--- src/rtl/uart_rx_byte.sv ---
// UART receiver: async 8N1 serial line into a one-entry byte holding register with valid/ready.
// Define UART_RX_PARITY_EN for 8E1 framing with the parity_err pulse output.
module uart_rx_byte #(
  parameter int CLKS_PER_BIT = 87
) (
  input  logic       clk,
  input  logic       rst_n,
  input  logic       rx,
  output logic [7:0] rx_data,
  output logic       rx_valid,
  input  logic       rx_ready,
  output logic       busy,
  output logic       frame_err,
  output logic       overrun_err
`ifdef UART_RX_PARITY_EN
  ,output logic      parity_err
`endif
);

  localparam int TICK_W = (CLKS_PER_BIT > 1) ? $clog2(CLKS_PER_BIT) : 1;
  localparam logic [TICK_W-1:0] HALF_LOAD = TICK_W'(CLKS_PER_BIT / 2 - 1);
  localparam logic [TICK_W-1:0] FULL_LOAD = TICK_W'(CLKS_PER_BIT - 1);

  typedef enum logic [2:0] {
    S_IDLE, S_START, S_DATA, S_PARITY, S_STOP, S_BREAK
  } state_t;

  state_t            state, state_nxt;
  logic [1:0]        sync_q;
  logic              rx_s;
  logic [TICK_W-1:0] tick;
  logic              tick_zero;
  logic [2:0]        bit_idx;
  logic [7:0]        shift;
  logic              byte_ok_p1;

  logic              tick_load;
  logic [TICK_W-1:0] tick_val;
  logic              clr_idx;
  logic              sample_bit;
  logic              stop_good;
  logic              stop_bad;
`ifdef UART_RX_PARITY_EN
  logic              sample_par;
  logic              stop_par_bad;
  logic              par_bad;
`endif

  // rx is asynchronous to clk: two-flop synchroniser, reset to the idle level
  always_ff @(posedge clk or negedge rst_n) begin
    if (!rst_n) sync_q <= 2'b11;
    else        sync_q <= {sync_q[0], rx};
  end

  assign rx_s      = sync_q[1];
  assign tick_zero = (tick == '0);
  assign busy      = (state != S_IDLE);

  always_ff @(posedge clk or negedge rst_n) begin
    if (!rst_n) state <= S_IDLE;
    else        state <= state_nxt;
  end

  always_comb begin
    state_nxt = state;
    case (state)
      S_IDLE:   if (!rx_s) state_nxt = S_START;
      S_START:  if (tick_zero) state_nxt = rx_s ? S_IDLE : S_DATA;
`ifdef UART_RX_PARITY_EN
      S_DATA:   if (tick_zero && bit_idx == 3'd7) state_nxt = S_PARITY;
`else
      S_DATA:   if (tick_zero && bit_idx == 3'd7) state_nxt = S_STOP;
`endif
      S_PARITY: if (tick_zero) state_nxt = S_STOP;
      S_STOP:   if (tick_zero) state_nxt = rx_s ? S_IDLE : S_BREAK;
      S_BREAK:  if (rx_s) state_nxt = S_IDLE;
      default:  state_nxt = S_IDLE;
    endcase
  end

  always_comb begin
    tick_load  = 1'b0;
    tick_val   = FULL_LOAD;
    clr_idx    = 1'b0;
    sample_bit = 1'b0;
    stop_good  = 1'b0;
    stop_bad   = 1'b0;
`ifdef UART_RX_PARITY_EN
    sample_par   = 1'b0;
    stop_par_bad = 1'b0;
`endif
    case (state)
      S_IDLE: if (!rx_s) begin
        tick_load = 1'b1;
        tick_val  = HALF_LOAD;
        clr_idx   = 1'b1;
      end
      S_START: if (tick_zero && !rx_s) tick_load = 1'b1;
      S_DATA: if (tick_zero) begin
        tick_load  = 1'b1;
        sample_bit = 1'b1;
      end
`ifdef UART_RX_PARITY_EN
      S_PARITY: if (tick_zero) begin
        tick_load  = 1'b1;
        sample_par = 1'b1;
      end
`endif
      S_STOP: if (tick_zero) begin
`ifdef UART_RX_PARITY_EN
        stop_good    = rx_s && !par_bad;
        stop_par_bad = rx_s && par_bad;
`else
        stop_good    = rx_s;
`endif
        stop_bad     = !rx_s;
      end
      default: ;
    endcase
  end

  // Shift register carries no reset: it is only read after eight fresh samples
  always_ff @(posedge clk) begin
    if (sample_bit) shift <= {rx_s, shift[7:1]};
  end

  always_ff @(posedge clk or negedge rst_n) begin
    if (!rst_n) begin
      tick       <= '0;
      bit_idx    <= 3'd0;
      byte_ok_p1 <= 1'b0;
      frame_err  <= 1'b0;
    end else begin
      if (tick_load)       tick <= tick_val;
      else if (!tick_zero) tick <= tick - 1'b1;
      if (clr_idx)         bit_idx <= 3'd0;
      else if (sample_bit) bit_idx <= bit_idx + 3'd1;
      byte_ok_p1 <= stop_good;
      frame_err  <= stop_bad;
    end
  end

`ifdef UART_RX_PARITY_EN
  always_ff @(posedge clk or negedge rst_n) begin
    if (!rst_n) begin
      par_bad    <= 1'b0;
      parity_err <= 1'b0;
    end else begin
      if (sample_par) par_bad <= (rx_s != ^shift);
      parity_err <= stop_par_bad;
    end
  end
`endif

  // ---- delivery stage: one cycle after the good stop sample ----
  always_ff @(posedge clk or negedge rst_n) begin
    if (!rst_n) begin
      rx_data     <= 8'h00;
      rx_valid    <= 1'b0;
      overrun_err <= 1'b0;
    end else begin
      overrun_err <= 1'b0;
      if (byte_ok_p1) begin
        if (!rx_valid || rx_ready) begin
          rx_data  <= shift;
          rx_valid <= 1'b1;
        end else begin
          overrun_err <= 1'b1;
        end
      end else if (rx_valid && rx_ready) begin
        rx_valid <= 1'b0;
      end
    end
  end

endmodule

--- config.mk ---
export PLATFORM = sky130hd
export DESIGN_NAME = uart_rx_byte
export DESIGN_NICKNAME = d
export VERILOG_FILES = /design/src/rtl/uart_rx_byte.sv
export SDC_FILE = /design/constraint.sdc
export NUM_CORES = 1
export LEC_CHECK = 0
export ABC_CLOCK_PERIOD_IN_PS = 1800
export BUFFER_PORTS_ARGS = -buffer_cell sky130_fd_sc_hd__buf_2
export CELL_PAD_IN_SITES_DETAIL_PLACEMENT = 1
export CELL_PAD_IN_SITES_GLOBAL_PLACEMENT = 2
export CORE_MARGIN = 2
export CORE_UTILIZATION = 35
export DETAILED_ROUTE_END_ITERATION = 10
export PLACE_DENSITY_LB_ADDON = 0.1
export SLEW_MARGIN = 25
export SYNTH_ARGS = -nofsm -noshare
export SYNTH_HDL_FRONTEND = slang
export SYNTH_SLANG_ARGS = --single-unit
--- constraint.sdc ---
create_clock -name clk -period 1.8 [get_ports clk]
set_input_delay 0.09 -clock clk [delete_from_list [all_inputs] [get_ports clk]]
set_output_delay 0.09 -clock clk [all_outputs]
set_load 0.02 [all_outputs]
==> results of run 1 <==
[cell type report]
cell class                      count  area share (%)
Sequential cell                    35            52.0
Multi-Input combinational cell     78            30.8
Timing Repair Buffer               19            6.23
Clock buffer                        5            3.90
Tap cell                           50            3.54
Clock inverter                      3            2.48
Inverter                            5            1.06
[per-layer routing]
layer | vias to the layer above | routed length, µm | part of all wire (%)
met4 | 0 | 41 | 1.3
met3 | 5 | 141 | 4.6
met5 | - | 0 | 0
met1 | 485 | 1420 | 47
li1 | 480 | - | -
met2 | 20 | 1450 | 47
[cells in the final DEF, fill, tap and decap left out, types with 2 or more instances in the layout]
cell,instances
buf_2,15
buf_4,2
clkbuf_8,5
dfrtp_1,25
dfstp_2,2
dlygate4sd3_1,2
edfxtp_1,8
ha_1,4
inv_1,5
mux2_2,8
nand2_1,10
nand3_1,10
nand4_1,3
nor2_1,9
nor2_2,2
nor3_1,3
o21ai_0,4
o22ai_1,3
xnor2_1,2
xor2_1,3
[final timing paths]
check | start | endpoint | slack (ns) | depth (start not counted)
max | tick[0]$_DFFE_PN0P_ | shift[6]$_DFFE_PP_ | 0.16 | 5
max in group asynchronous | rst_n | state[1]$_DFFE_PN0P_ | 1.04 | 2
min reg2reg | sync_q[0]$_DFF_PN1_ | sync_q[1]$_DFF_PN1_ | 0.36 | 0
max reg2reg | tick[0]$_DFFE_PN0P_ | shift[6]$_DFFE_PP_ | 0.16 | 5
min | rx_ready | overrun_err$_DFF_PN0_ | 0.11 | 3
min in group asynchronous | rst_n | rx_data[3]$_DFFE_PN0P_ | 0.35 | 2
[per-stage QoR]
stage / cells / hold WS, ns
finish: 195 / 0.109
CTS: 195 / 0.104
detailed placement: 185 / 0.138
global route: 195 / 0.134
global placement: 185 / 0.131
floorplan: 122 / -0.206
[kinds of logic (layout without fill, tap and decap cells)]
logic type      Yosys count  count (layout)  share of synthesized area [%]
fa+ha+maj                 4               4                           3.30
buf+inv                   9              32                           4.12
xor+xnor                  5               5                           2.88
simple gates             47              47                           16.6
compound gates           14              14                           6.67
flops                    35              35                           60.5
mux                       8               8                           5.93
[worst min-delay path: cells and delay by family]
kind	cells	cell delay, ns
simple gates	2	0.19
buf+inv	1	0.07
[registers in the layout, indices dropped and copies added (netlist names), 2 cells and up]
signal	count
tick	7
state	3
rx_data	8
sync_q	2
shift	8
bit_idx	3
[power by group through the flow]
stage / Combinational, W / Sequential (W) / Clock [W]
6_report: 0.000326 / 0.000997 / 0.000698
2_1_floorplan: 0.000270 / 0.000984 / 0
3_3_place_gp: 0.000311 / 0.00101 / 0
3_5_place_dp: 0.000324 / 0.00101 / 0
4_1_cts: 0.000330 / 0.000997 / 0.000726
5_1_grt: 0.000377 / 0.00101 / 0.000761
[what timing repair did]
item,in CTS,in global routing
resized for setup,0,2
endpoints found under the hold margin,26,0
hold buffers,2,0
setup endpoints to repair,0,1
buffers inserted,0,0
==> run summary, run 1 <==
final WL: 3050 µm
Post-Syn Area: 1520 µm²
drt first pass iters: 4
WP buf/inv: 1
Post-synth EDFFs: 8
synthesis-stage register bit count: 35
Design Power: 0.00202 W
top-count cell post-synth: dfrtp_1
full die area: 4880 µm²
CP Cell Sequence: inv_1 > ha_1 > nor4b_4 > and2_4 > and3_4
Global Route Usage Sum: 14.4%
syn nets: 130
Power Dens Cells: 1140 nW/µm²
routed wire length per instance: 15.6 µm
Syn Inst Count: 122
CP top delay family: simple AND/OR/NAND/NOR gates
num rows: 23
gpl congestion: 0.734
die height: 69.9 µm
vias in the first global route: 1066
Ports: 16
Post-synth ARST share: 77.1%
CTS Sinks: 35
unrepaired setup endpoints after global routing: false
# DRC: 0
die width: 69.9 µm
Max VDD drop: 420 µV
DP HPWL: 2220 µm
maximum achievable frequency: 608 MHz
Avg Inst Size Synth: 12.5 µm²
leading area contributor after synthesis: dfrtp_1
layout net count: 152
GR Util met1: 18.6%
endpoint type of the worst setup path: flip-flop
design area: 1770 µm²
DR vias: 990
Gate power share: 16.1%
grt total ovfl: 0
sequential-to-total area share from yosys stat: 60.5%
internal power: 0.00145 W
Post-Place Setup Slack: 0.129 ns
CTS tree: yes
minimum clock period: 1.64 ns
Tcrit/Tclk final: 91.4%
slowest cell delay on critical path: 0.41 ns
Routed Antenna Nets: 0
synth unique cells: 35
antenna violations before repair: 0
Inserted Diodes: 0
relative slew slack: 58.6%
setup TNS: 0 ns
final hold viol count: 0
GRT Max-Usage Layer: met2
clock buffer count from CTS: 5
Core Util, Final: 43.2%
worst hold path type: in2reg
Core Footprint: 4090 µm²
Initial Util: 37.2%
critical path's slowest cell: dfrtp_1
switching power: 0.000567 W
first-pass GRT wire length: 5420 µm
post-synth top area share: 41.2%
Slew Viols, Final: 0
switching share of power: 28.1%
slew at the pin with the worst max-slew slack: 0.622 ns
clk_skew: 0.0101 ns
Filler Cells Inserted: 447
MaxCap Viol Count: 0
final worst slack: 0.156 ns
clock buffer depth: 2
crit start category: flip-flop
Placed Instance Area: 1630 µm²
Layout area overhead: 16.3%
share of layout cells above drive strength 1: 30.3%
Synthesis Warnings: 0
GR Util met3: 4.91%
ranking of synthesized cells by area: dfrtp_1, edfxtp_1, mux2_2, dfstp_2, ha_1
clock power share: 34.5%
top_reg_cell synth: dfrtp_1
Seq. cell area: 918 µm²
clk root buf: clkbuf_8
H-tree depth: 2
CP Data Required Time: 1.80 ns
DRT iter0 DRCs: 52
Commonest cells post-synth: dfrtp_1, nand2_1, nand3_1, nor2_1
status: finished clean
Crit Path Max Fanout: 8
largest net degree at the start of global routing: 28
IO buf count: 15
register share of total power: 49.3%
Multi-input gate area: 544 µm²
worst path arrival time: 1.64 ns
endpoints failing setup: 0
Static Leak: 0.814 nW
Crit Path Class: reg2reg
GR Util met2: 22.2%
worst skew pair latency: 0.29 ns
clock slew at reported path FFs: 0.07 ns
Via density: 5.08
Power figures use the tool's default switching activity.
==> run 2, diff against run 1 <==
Settings changed: ABC_CLOCK_PERIOD_IN_PS 1800 to 1450.
Clock period 1.8 ns to 1.45 ns, I/O delays scaled along.
==> run summary, run 2 (synthesis gave the netlist of run 1 again) <==
Core Footprint: 4090 µm²
design area: 2080 µm²
Crit Path Class: reg2reg
gpl congestion: 0.723
unrepaired setup endpoints after global routing: true
Placed Instance Area: 1730 µm²
Max VDD drop: 700 µV
DRT iter0 DRCs: 25
num rows: 23
maximum achievable frequency: 629 MHz
placed insts: 196
worst skew pair latency: 0.28 ns
CP Cell Sequence: inv_2 > ha_4 > nor4b_4 > and2_4 > and3_4
CP top delay family: simple AND/OR/NAND/NOR gates
Initial Util: 37.2%
clk_skew: 0.00357 ns
routed wire length per instance: 17.2 µm
die width: 69.9 µm
antenna violations before repair: 0
Global Route Usage Sum: 16.0%
endpoints failing setup: 20
clock buffer depth: 2
clock buffer count from CTS: 5
DR vias: 1096
Ports: 16
most frequent cells in the layout: dfrtp_1, buf_4, buf_2
final worst slack: -0.141 ns
status: complete, but fails checks
H-tree depth: 2
Largest regs: rx_data x8, shift x8, tick x7
Tcrit/Tclk final: 110%
IO buf count: 15
die height: 69.9 µm
layout net count: 173
drt first pass iters: 3
grt total ovfl: 0
Layout area overhead: 36.8%
worst hold path type: in2reg
DP HPWL: 2410 µm
endpoint type of the worst setup path: flip-flop
largest net degree at the start of global routing: 28
Worst Setup SP: tick[1]$_DFFE_PN0P_
full die area: 4880 µm²
MaxCap Viol Count: 0
slew at the pin with the worst max-slew slack: 0.646 ns
WP buf/inv: 1
first-pass GRT wire length: 5980 µm
slowest cell delay on critical path: 0.40 ns
minimum clock period: 1.59 ns
Slew Viols, Final: 0
CP Data Required Time: 1.44 ns
CTS tree: yes
Routed Antenna Nets: 0
clock slew at reported path FFs: 0.07 ns
share of layout cells above drive strength 1: 48.8%
final hold viol count: 0
hold path startpoint: rx_ready
Core Util, Final: 50.9%
failing checks: setup timing
Post-Place Setup Slack: -0.128 ns
Design Power: 0.00313 W
Crit Reg-Reg Startpoint: tick[1]$_DFFE_PN0P_
crit start category: flip-flop
Via density: 5.07
relative slew slack: 57.0%
Non-Filler Instances: 216
Static Leak: 0.945 nW
Crit Path Max Fanout: 8
most common cell after layout, fill and taps aside: dfrtp_1
Inserted Diodes: 0
clk root buf: clkbuf_8
# DRC: 0
critical path's slowest cell: dfrtp_1
vias in the first global route: 1171
CTS Sinks: 35
worst path arrival time: 1.58 ns
Power Dens Cells: 1510 nW/µm²
final WL: 3720 µm
-- run 2: cell types whose count changed in the layout (fill, tap and decap cells not counted), sizes merged --
cell	delta
bufinv	+1
clkinv	-2
clkbuf	+1
buf	+21
-- run 2: routing by layer --
metal  vias up  share of wire, %  routed length [µm]  GRT usage (%)
met5         -                 0                   0              0
met4         0              0.91                  34           4.49
met3         4               3.8                 142           5.63
met2        22                51                1900           26.5
met1       553                44                1630           19.7
li1        517                 -                   -              -
-- run 2: metrics by stage --
step           hold slack (ns)  setup TNS, ns
6_report                0.0892          -1.76
5_1_grt                 0.0872          -3.59
3_5_place_dp             0.126          -1.45
4_1_cts                 0.0938          -1.01
2_1_floorplan           -0.223          -1.31
3_3_place_gp             0.121         -0.379
-- run 2: worst min-delay path, delay by kind of cell --
| family | cells | cell delay (ns) |
|---|---|---|
| buf+inv | 1 | 0.07 |
| simple gates | 2 | 0.20 |
-- run 2: worst paths after layout --
kind / slack, ns / cells past startpoint / to
setup / recovery: -0.14 / 5 / shift[4]$_DFFE_PP_
hold / removal: 0.09 / 3 / overrun_err$_DFF_PN0_
setup reg to reg: -0.14 / 5 / shift[4]$_DFFE_PP_
hold reg to reg: 0.38 / 0 / sync_q[1]$_DFF_PN1_
max in group asynchronous: 0.64 / 2 / state[2]$_DFFE_PN0P_
min in group asynchronous: 0.35 / 2 / rx_data[4]$_DFFE_PN0P_
-- run 2: area by class of cell --
class | instances | area (µm²)
Clock buffer | 6 | 72.6
Clock inverter | 2 | 60.1
Fill cell | 440 | 2010
Inverter | 5 | 18.8
Multi-Input combinational cell | 78 | 638
Sequential cell | 35 | 921
Tap cell | 50 | 62.6
Timing Repair Buffer | 40 | 305
-- run 2: what timing repair did --
| action | in CTS | in global routing |
|---|---|---|
| gates resized for setup | 13 | 19 |
| pin swaps | 3 | 2 |
| setup endpoints to repair | 21 | 24 |
| hold endpoints to repair | 26 | 0 |
| setup buffers | 6 | 4 |
| hold buffers | 2 | 0 |
-- run 2: report_power, final --
part	leakage [nW]	switching [W]	total, W	internal (W)
Clock	0.0654	0.000351	0.00104	0.000687
Combinational	0.461	0.000429	0.000880	0.000451
Sequential	0.419	0.000105	0.00122	0.00111
==> run 3, diff against run 2 <==
Settings changed: CELL_PAD_IN_SITES_DETAIL_PLACEMENT 1 to not set, CELL_PAD_IN_SITES_GLOBAL_PLACEMENT 2 to not set, CORE_UTILIZATION 35 to 51, PLACE_DENSITY set to 0.73, PLACE_DENSITY_LB_ADDON 0.1 to not set.
==> run summary, run 3 (synthesis gave the netlist of run 1 again) <==
internal power: 0.00162 W
final hold viol count: 0
Routed Antenna Nets: 0
final worst slack: -0.107 ns
H-tree depth: 2
critical path's slowest cell: dfrtp_1
worst hold path type: in2reg
gpl congestion: 0.778
die width: 58.6 µm
CTS Sinks: 35
clock slew at reported path FFs: 0.11 ns
worst skew pair latency: 0.35 ns
clk root buf: clkbuf_4
clock power share: 21.9%
Slew Viols, Final: 0
Largest regs: rx_data x8, shift x8, tick x7
grt total ovfl: 0
share of layout cells above drive strength 1: 41.4%
CP Data Required Time: 1.51 ns
most frequent cells in the layout: dfrtp_1, buf_4, buf_2
relative slew slack: 60.5%
status: complete, but fails checks
maximum achievable frequency: 642 MHz
switching share of power: 31.7%
CP Cell Sequence: inv_2 > ha_4 > nor4b_4 > and2_4 > and3_4
final WL: 2860 µm
Crit Path Class: reg2reg
Tcrit/Tclk final: 107%
crit start category: flip-flop
clock buffer depth: 2
switching power: 0.000754 W
Layout area overhead: 20.8%
routed wire length per instance: 14.8 µm
Gate power share: 26.3%
first-pass GRT wire length: 4710 µm
Global Route Usage Sum: 19.0%
die height: 58.6 µm
clock buffer count from CTS: 5
Power Dens Cells: 1290 nW/µm²
# DRC: 0
antenna violations before repair: 0
Via density: 5.43
Design Power: 0.00238 W
Crit Path Max Fanout: 8
Inserted Diodes: 0
most common cell after layout, fill and taps aside: dfrtp_1
CTS tree: yes
slew at the pin with the worst max-slew slack: 0.593 ns
drt first pass iters: 4
DP HPWL: 2020 µm
DRT iter0 DRCs: 29
endpoint type of the worst setup path: flip-flop
slowest cell delay on critical path: 0.41 ns
MaxCap Viol Count: 0
layout net count: 169
clk_skew: 0.00820 ns
Max VDD drop: 1090 µV
Core Footprint: 2780 µm²
Core Util, Final: 66.0%
register share of total power: 51.8%
Ports: 16
IO buf count: 15
Static Leak: 0.860 nW
worst path arrival time: 1.62 ns
full die area: 3430 µm²
DR vias: 1048
Initial Util: 54.6%
failing checks: setup timing
minimum clock period: 1.56 ns
largest net degree at the start of global routing: 28
vias in the first global route: 1087
endpoints failing setup: 12
num rows: 19
unrepaired setup endpoints after global routing: true
run 3: power by group through the flow:
stage / Sequential, W / Combinational (W) / Clock (W)
after floorplan: 0.00122 / 0.000337 / 0
after global placement: 0.00123 / 0.000486 / 0
after detailed placement: 0.00124 / 0.000521 / 0
after CTS: 0.00122 / 0.000579 / 0.000538
after global routing: 0.00124 / 0.000696 / 0.000577
final: 0.00123 / 0.000624 / 0.000519
run 3: layout make-up:
type                       count  area [µm²]
timing repair buffer          36         238
multi-input combinational     78         562
tap                           31        38.8
sequential                    35         921
clock inverter                 3        20.0
fill                         205         946
clock buffer                   5        37.5
inverter                       5        18.8
run 3: timing repair:
action | CTS | global route
endpoints found under the hold margin | 26 | 0
setup buffers | 3 | 4
pin swaps | 0 | 2
hold buffers | 2 | 0
endpoints found under the setup margin | 12 | 21
resized for setup | 5 | 4
run 3: path summary, 6_finish.rpt:
path	start	to	slack, ns	depth (start not counted)
worst max register to register	tick[1]$_DFFE_PN0P_	shift[7]$_DFFE_PP_	-0.11	5
worst max-delay path	tick[1]$_DFFE_PN0P_	shift[7]$_DFFE_PP_	-0.11	5
min in group asynchronous	rst_n	rx_valid$_DFFE_PN0P_	0.25	2
worst min register to register	sync_q[0]$_DFF_PN1_	sync_q[1]$_DFF_PN1_	0.37	0
worst min-delay path	rx_ready	overrun_err$_DFF_PN0_	0.02	3
max in group asynchronous	rst_n	state[2]$_DFFE_PN0P_	0.77	2
run 3: metrics by stage:
step	worst slack [ns]	TNS (ns)	cells	hold WS (ns)	cell area (µm²)
floorplan	-0.164	-1.31	122	-0.223	1520
global placement	-0.0385	-0.307	176	0.103	1680
detailed placement	-0.121	-1.18	176	0.107	1680
CTS	-0.0935	-0.820	189	0.00475	1800
global route	-0.171	-2.04	193	0.0208	1840
finish	-0.107	-0.980	193	0.0232	1840
run 3: layer usage:
layer / routed length [µm] / vias up / track usage (%)
li1: - / 509 / -
met1: 1160 / 491 / 21.0
met2: 1460 / 35 / 32.1
met3: 145 / 13 / 7.03
met4: 90 / 0 / 9.42
met5: 0 / - / 0
run 3: worst max-delay path, delay by kind of cell, from the launching register on:
family	cells	cell delay (ns)
buf+inv	1	0.09
simple gates	3	0.65
flops	1	0.41
fa+ha+maj	1	0.13
